**config.mk**
```make
export PLATFORM = sky130hd
export DESIGN_NAME = bus_arbiter4
export DESIGN_NICKNAME = d
export VERILOG_FILES = /design/src/rtl/bus_arbiter4.sv
export SDC_FILE = /design/constraint.sdc
export NUM_CORES = 1
export LEC_CHECK = 0
export ABC_AREA = 1
export BUFFER_PORTS_ARGS = -buffer_cell sky130_fd_sc_hd__buf_2
export CAP_MARGIN = 20
export CORE_ASPECT_RATIO = 1.4
export CORE_MARGIN = 1.5
export CORE_UTILIZATION = 25
export DETAILED_ROUTE_END_ITERATION = 8
export GPL_TIMING_DRIVEN = 0
export SETUP_SLACK_MARGIN = 0.05
export SYNTH_ARGS = -nofsm -noshare
export SYNTH_HDL_FRONTEND = slang
export SYNTH_SLANG_ARGS = --single-unit
```
**constraint.sdc**
```tcl
create_clock -name clock -period 3.85 [get_ports clock]
set_input_delay 0.1925 -clock clock [delete_from_list [all_inputs] [get_ports clock]]
set_output_delay 0.1925 -clock clock [all_outputs]
set_load 0.005 [all_outputs]
```
**src/rtl/bus_arbiter4.sv**
```systemverilog
// bus_arbiter4: four-requester round-robin arbiter driving a shared data mux.
// Optional grant timeout is compiled in by defining ARBITER_TIMEOUT_EN.

// Four-channel data multiplexer shared across the codebase.
module mux4 #(
  parameter int WIDTH = 32
) (
  input  logic [WIDTH-1:0] in0,
  input  logic [WIDTH-1:0] in1,
  input  logic [WIDTH-1:0] in2,
  input  logic [WIDTH-1:0] in3,
  input  logic [1:0]       sel,
  output logic [WIDTH-1:0] out
);

  // Route the selected channel to the output.
  always_comb begin
    case (sel)
      2'd0:    out = in0;
      2'd1:    out = in1;
      2'd2:    out = in2;
      default: out = in3;
    endcase
  end

endmodule

module bus_arbiter4 #(
  parameter int WIDTH          = 32,
  parameter int TIMEOUT_CYCLES = 256
) (
  input  logic             clock,
  input  logic             reset_n,
  input  logic [3:0]       req,
  input  logic             done,
  input  logic [WIDTH-1:0] in0,
  input  logic [WIDTH-1:0] in1,
  input  logic [WIDTH-1:0] in2,
  input  logic [WIDTH-1:0] in3,
  output logic [3:0]       gnt,
  output logic [1:0]       sel,
  output logic [WIDTH-1:0] out,
  output logic             out_valid,
  output logic             timeout
);

  typedef enum logic {IDLE, GRANT} state_t;

  state_t     state, state_n;
  logic [1:0] ptr, ptr_n;
  logic [1:0] sel_n;
  logic [3:0] gnt_n;
  logic [1:0] start;
  logic [1:0] win;
  logic       found;
  logic       release_ev;
  logic       expire;

`ifdef ARBITER_TIMEOUT_EN
  logic [15:0] cnt;

  assign expire = (state == GRANT) && (cnt == 16'(TIMEOUT_CYCLES - 1));
`else
  logic unused_timeout_cfg;

  assign expire             = 1'b0;
  assign unused_timeout_cfg = ^32'(TIMEOUT_CYCLES);
`endif

  // Release detection, round-robin search and next-state selection.
  always_comb begin
    state_n    = state;
    ptr_n      = ptr;
    gnt_n      = gnt;
    sel_n      = sel;
    release_ev = (state == GRANT) && (done || !req[sel] || expire);
    // A release re-arbitrates in the same cycle, so the search must start
    // from the already-advanced pointer rather than the registered one.
    start      = release_ev ? sel + 2'd1 : ptr;
    found      = 1'b0;
    win        = start;
    for (int unsigned k = 0; k < 4; k++) begin
      if (!found && req[start + 2'(k)]) begin
        found = 1'b1;
        win   = start + 2'(k);
      end
    end
    if (release_ev) begin
      ptr_n = sel + 2'd1;
    end
    if (state == IDLE || release_ev) begin
      if (found) begin
        state_n = GRANT;
        gnt_n   = 4'b0001 << win;
        sel_n   = win;
        if (state == IDLE) begin
          ptr_n = win;
        end
      end else begin
        state_n = IDLE;
        gnt_n   = '0;
      end
    end
  end

  // State, pointer and registered grant outputs.
  always_ff @(posedge clock or negedge reset_n) begin
    if (!reset_n) begin
      state <= IDLE;
      ptr   <= '0;
      gnt   <= '0;
      sel   <= '0;
    end else begin
      state <= state_n;
      ptr   <= ptr_n;
      gnt   <= gnt_n;
      sel   <= sel_n;
    end
  end

`ifdef ARBITER_TIMEOUT_EN
  // Grant-length counter and one-cycle forced-release pulse.
  always_ff @(posedge clock or negedge reset_n) begin
    if (!reset_n) begin
      cnt     <= '0;
      timeout <= 1'b0;
    end else begin
      timeout <= expire && !done && req[sel];
      if (state_n == GRANT && (state == IDLE || release_ev)) begin
        cnt <= '0;
      end else if (state == GRANT) begin
        cnt <= cnt + 16'd1;
      end
    end
  end
`else
  assign timeout = 1'b0;
`endif

  assign out_valid = (state == GRANT);

  mux4 #(.WIDTH(WIDTH)) u_mux (
    .in0 (in0),
    .in1 (in1),
    .in2 (in2),
    .in3 (in3),
    .sel (sel),
    .out (out)
  );

endmodule

```
# After elaboration in Yosys (flattened, before gate mapping)
# Cells that the tools add are included.
# Widths: inputs -> output; s select.
[word_totals]
output_inout_bits = 40
inputBits = 135
ff_bits = 9
[classes]
n_shift = 1
add_sub_neg = 4
n_reduce_logical = 12
eq_ne = 2
n_lt_le_gt_ge = 5
n_mux = 24
n_bitwise = 1
[ops]
columns = ["operator", "n"]
rows = [
  ["$pmux 32 s3", 1],
  ["$lt 2x3->1 const B", 5],
  ["$mux 2", 7],
  ["$bmux 1 s2", 5],
  ["$mux 1", 10],
  ["$add 2x1->2 const B", 2],
  ["$add 2x2->2 const B", 2],
  ["$logic_and 1x1->1", 4],
  ["$logic_not 1->1", 4],
  ["$mux 4", 1],
  ["$shl 1x2->4 const A", 1],
  ["$eq 2x1->1 const B", 1],
  ["$eq 2x2->1 const B", 1],
  ["$logic_not 2->1", 1],
  ["$logic_or 1x1->1", 2],
  ["$reduce_and 2->1", 1],
  ["$not 1->1", 1],
]

# Depth between registers and ports, before layout
[logic_depth]
depth_word = 21
ltp_mapped = 21
ltp_nobuf = 20

# Cells and area by module
# From an unflattened synthesis, not the netlist that was laid out.
[hier_totals]
hier_cells = 330
hier_area_um2 = 2005.7
[by_module_without_submodules]
columns = ["mod", "cells_each", "instances", "area_per_inst_um2"]
rows = [
  ["mux4", 186, 1, 1078.5],
  ["bus_arbiter4", 144, 1, 927.1],
]

# Least setup slack after synthesis
# Ideal clock, no wire load.
[synth_timing]
path_kind = "reg-to-reg"
from = "register sel[0]"
to = "register gnt[2]"
period_less_slack_ns = 2.005
required_time_ns = 3.733
arrival_time_ns = 1.887
setup_slack_ns = 1.845
path_stages_with_launch = 16
cell_sequence = "dfrtp_1 inv_2 ha_1 nand3b_1 nand2_2 nand2_1 nand2_2 nand2_1 nand2_2 nand2_2 inv_2 nand4_2 nand2_2 inv_1 nand3_1 nand2_1"
[synth_between]
elab_chain_len = 20
word_cells_on_any_way = 34
classes_between = "add/sub: 4; shift: 1; mux: 19; reduce/logical: 10"
[synth_rtl]
columns = ["element", "line_no", "source"]
rows = [
  ["start: declaration", "41", "output logic [1:0] sel,"],
  ["start signal: assignment", "117", "sel <= sel_n;"],
  ["branches (longest 20 deep; another with $add 2x1->2)", "--", ""],
  ["end signal: assignment", "116", "gnt <= gnt_n;"],
  ["end: declaration", "40", "output logic [3:0] gnt,"],
]
# Parallel ways; which one is timed is not known. The select of a mux whose other input is x is not followed.
# A chain may end at the register's enable or synchronous reset.

# Worst setup path in the final report
[layout_timing]
from = "register sel[1]"
to = "output out[4]"
[layout_between]
elab_chain_len = 2
word_cells_on_any_way = 4
classes_between = "eq/ne: 2; mux: 1; reduce/logical: 1"
[layout_rtl]
columns = ["element", "line_no", "source"]
rows = [
  ["$eq 2x2->1 (tied with other cells)", "18", "case (sel)"],
  ["$pmux 32 s3 (*)", "18", ""],
  ["end: declaration", "42", "output logic [WIDTH-1:0] out,"],
]
# Mark *: on every way between the ends. The rest lies on a longest branch, timed or not.

==> flow_summary.json <==
{
  "areaGrowthSynthToFinish_pct": 58.2,
  "synth-seq-area-share_pct": 12.6,
  "dp_hpwl_um": 6600,
  "powerDensity_nw_per_um2": 905,
  "numClockSinks": 9,
  "worstReg2RegStart": "sel[0]",
  "cts_resized": 0,
  "die_h_um": 103,
  "cts_tree": "done",
  "grt_pass1_vias": 2537,
  "worst_ep_arrival_time_ns": 2.30,
  "critPathMaxFanout": 10,
  "drc": 0,
  "antenna_found_initial": 0,
  "port_buffers": 173,
  "fmax_mhz": 401,
  "clock_tree.buffer_depth": 2,
  "gp_congestion": 0.871,
  "synthMuxAreaShare_pct": 0,
  "synthXorXnorAreaFrac_pct": 0,
  "ioPinCount": 175,
  "outcome": "finished clean",
  "period_share_pct": 64.8,
  "relSlewSlack_pct": 58.1,
  "ff2ff_setup_slack_ns": 1.46,
  "synth_fp_nets": 430,
  "dp_cells": 559,
  "peakVddDrop_uv": 585,
  "met1_usage_pct": 19.7,
  "ys_seq_elements": 9,
  "wirelength_um": 7870,
  "rows": 36,
  "grt_usage_pct": 19.3,
  "clk_latency_ns": 0.23,
  "total_power_mw": 2.56,
  "die_area_um2": 7680,
  "synthDistinctLibCells": 27,
  "synth_compound_area_share_pct": 36.1,
  "synth_top_family_by_area": "simple AND/OR/NAND/NOR gates",
  "utilization_pct": 40.8,
  "use_met2_pct": 36.6,
  "drt_pass1_iterations": 4,
  "p_leak_nw": 1.57,
  "grtUsageMet3_pct": 7.23,
  "setup_violations": 0,
  "grt_max_degree": 11,
  "grt.busiest_layer": "met2",
  "antenna_left": 0,
  "drv_cap": 0,
  "wl_per_cell_um": 14.0,
  "synth_simple_gate_area_share_pct": 39.1,
  "yosys_warnings": 0,
  "cp-start-kind": "flip-flop",
  "synthAdderAreaFrac_pct": 2.80,
  "tns_ns": 0,
  "h-tree-depth": 1,
  "postSynthAreaPerCell_um2": 6.14,
  "period_minus_slack_ns": 2.50,
  "yosysTopAreaCell": "nand2_1",
  "clock-skew-final_ns": 0.00160,
  "synth_top_area_share_pct": 18.3,
  "cts_setup_buffers": 0,
  "routed-via-count": 2700,
  "drive_above_1_share_pct": 47.1,
  "worstRegToRegCells": 15,
  "synth_area_leaders": "nand2_1, a22o_1, dfrtp_1",
  "initial_core_util_pct": 25.8,
  "rsz0062_at_grt": "no",
  "antenna_cells": 0,
  "nFillCells": 804,
  "drtIter0Drc": 85,
  "worstMarginPinSlew_ns": 0.628,
  "cts_root_buf": "clkbuf_8",
  "chipWidth_um": 74.5,
  "numCtsBuffers": 3,
  "grt_pass1_wl_um": 11600,
  "synth_cells": 291,
  "min_path_type": "input port to asynchronous set/reset pin",
  "end_kind": "output port",
  "core_um2": 6940,
  "hold_viol_final": 0,
  "rr_endpoint": "gnt[1]",
  "clk_pin_slew_ns": 0.04,
  "required_ns": 3.66,
  "synthesis.area_um2": 1790,
  "avgViaCountPerCell": 4.79,
  "drv_slew": 0,
  "grt_overflow_total": 0,
  "critPathKind": "flip-flop to output port",
  "fin_nets": 609,
  "layoutNonFillerInstCount": 564
}
-- per-layer routing --
layer  part of all wire (%)  routed length (um)  vias to the layer above
met2                     50                3970                      129
li1                       -                   -                     1355
met4                    1.1                  85                        0
met3                     12                 915                       10
met5                      0                   0                        -
met1                     37                2900                     1206
-- timing repair --
action	4_1_cts	5_1_grt
endpoints found under the hold margin	9	0
hold buffers	1	0
endpoints found under the setup margin	0	0
-- cell usage in the layout, fill, tap and decap left out, drive strengths merged --
| cell | synthesis | routed |
|---|---|---|
| a21oi | 34 | 34 |
| ha | 4 | 4 |
| a22o | 32 | 32 |
| nand3b | 1 | 1 |
| conb | 1 | 1 |
| buf | 4 | 177 |
| clkbuf | 16 | 20 |
| dfrtp | 9 | 9 |
| nand2 | 113 | 113 |
| nor2 | 2 | 2 |
| nand4 | 2 | 2 |
| o21ai | 36 | 36 |
| inv | 16 | 16 |
| nand3 | 21 | 21 |
| dlygate4sd3 | 0 | 1 |
-- worst max path at each step --
stage	start	end	cells past startpoint
after floorplan	sel[0]	gnt[2]	15
after global placement	sel[0]	gnt[1]	15
after detailed placement	sel[0]	gnt[1]	15
after CTS	sel[1]	out[4]	7
after global routing	sel[1]	out[6]	7
final	sel[1]	out[4]	7
-- stage by stage --
stage | hold slack [ns] | setup slack, ns | cell area (um^2)
6_report | 0.337 | 1.35 | 2830
5_1_grt | 0.371 | 1.18 | 2830
4_1_cts | 0.347 | 1.35 | 2830
3_5_place_dp | 0.0499 | 1.47 | 2770
3_3_place_gp | 0.0508 | 1.51 | 2770
2_1_floorplan | -0.103 | 1.85 | 1790
-- state kept, by name, summed over array words and instances (netlist names) --
signal     count
gnt            4
out_valid      1
sel            2
ptr            2
-- cells in the mapped netlist --
| master | instances |
|---|---|
| nand2_1 | 87 |
| a21oi_1 | 33 |
| o21ai_0 | 33 |
| a22o_1 | 32 |
| nand2_2 | 20 |
| nand3_1 | 16 |
| clkbuf_1 | 15 |
| inv_1 | 11 |
| dfrtp_1 | 9 |
| nand2_4 | 6 |
| inv_2 | 5 |
| ha_1 | 4 |
| nand3_2 | 4 |
| nand4_2 | 2 |
| o21ai_1 | 2 |
| a21oi_2 | 1 |
| buf_1 | 1 |
| buf_12 | 1 |
| buf_4 | 1 |
| buf_6 | 1 |
| clkbuf_2 | 1 |
| conb_1 | 1 |
| nand3_4 | 1 |
| nand3b_1 | 1 |
| nor2_1 | 1 |
| nor2_2 | 1 |
| o21ai_4 | 1 |
-- kinds of logic (layout without fill, tap and decap cells) --
family | after synthesis | after routing
other | 1 | 1
AO/OA/AOI/OAI | 102 | 102
AND/OR/NAND/NOR | 139 | 139
buffers and inverters | 36 | 214
adder cells (fa/ha/maj) | 4 | 4
flip-flops | 9 | 9
-- critical path, cell delays in order, from the launching register on --
cell and delay (ns):
dfrtp_1 0.47, inv_1 0.15, ha_1 0.26, clkbuf_1 0.52
a22o_1 0.24, a21oi_1 0.04, o21ai_0 0.22, buf_2 0.17
-- final cells by class --
| class | instances | area, um^2 | share of cell area (%) |
|---|---|---|---|
| flip-flops and latches | 9 | 225 | 7.96 |
| multi-input cells | 246 | 1400 | 49.5 |
| clock buffers | 4 | 45.0 | 1.59 |
| inverters | 16 | 60.1 | 2.12 |
| plain buffers | 20 | 104 | 3.67 |
| repair buffers | 174 | 876 | 31.0 |
| well taps | 95 | 119 | 4.20 |
-- report_power, final --
part	total (mW)	leakage (nW)	internal (mW)	switching (mW)
Combinational	2.27	1.44	0.877	1.39
Sequential	0.184	0.108	0.142	0.0421
Clock	0.105	0.0228	0.0718	0.0333
No activity file was read; power rests on OpenSTA's default activity.
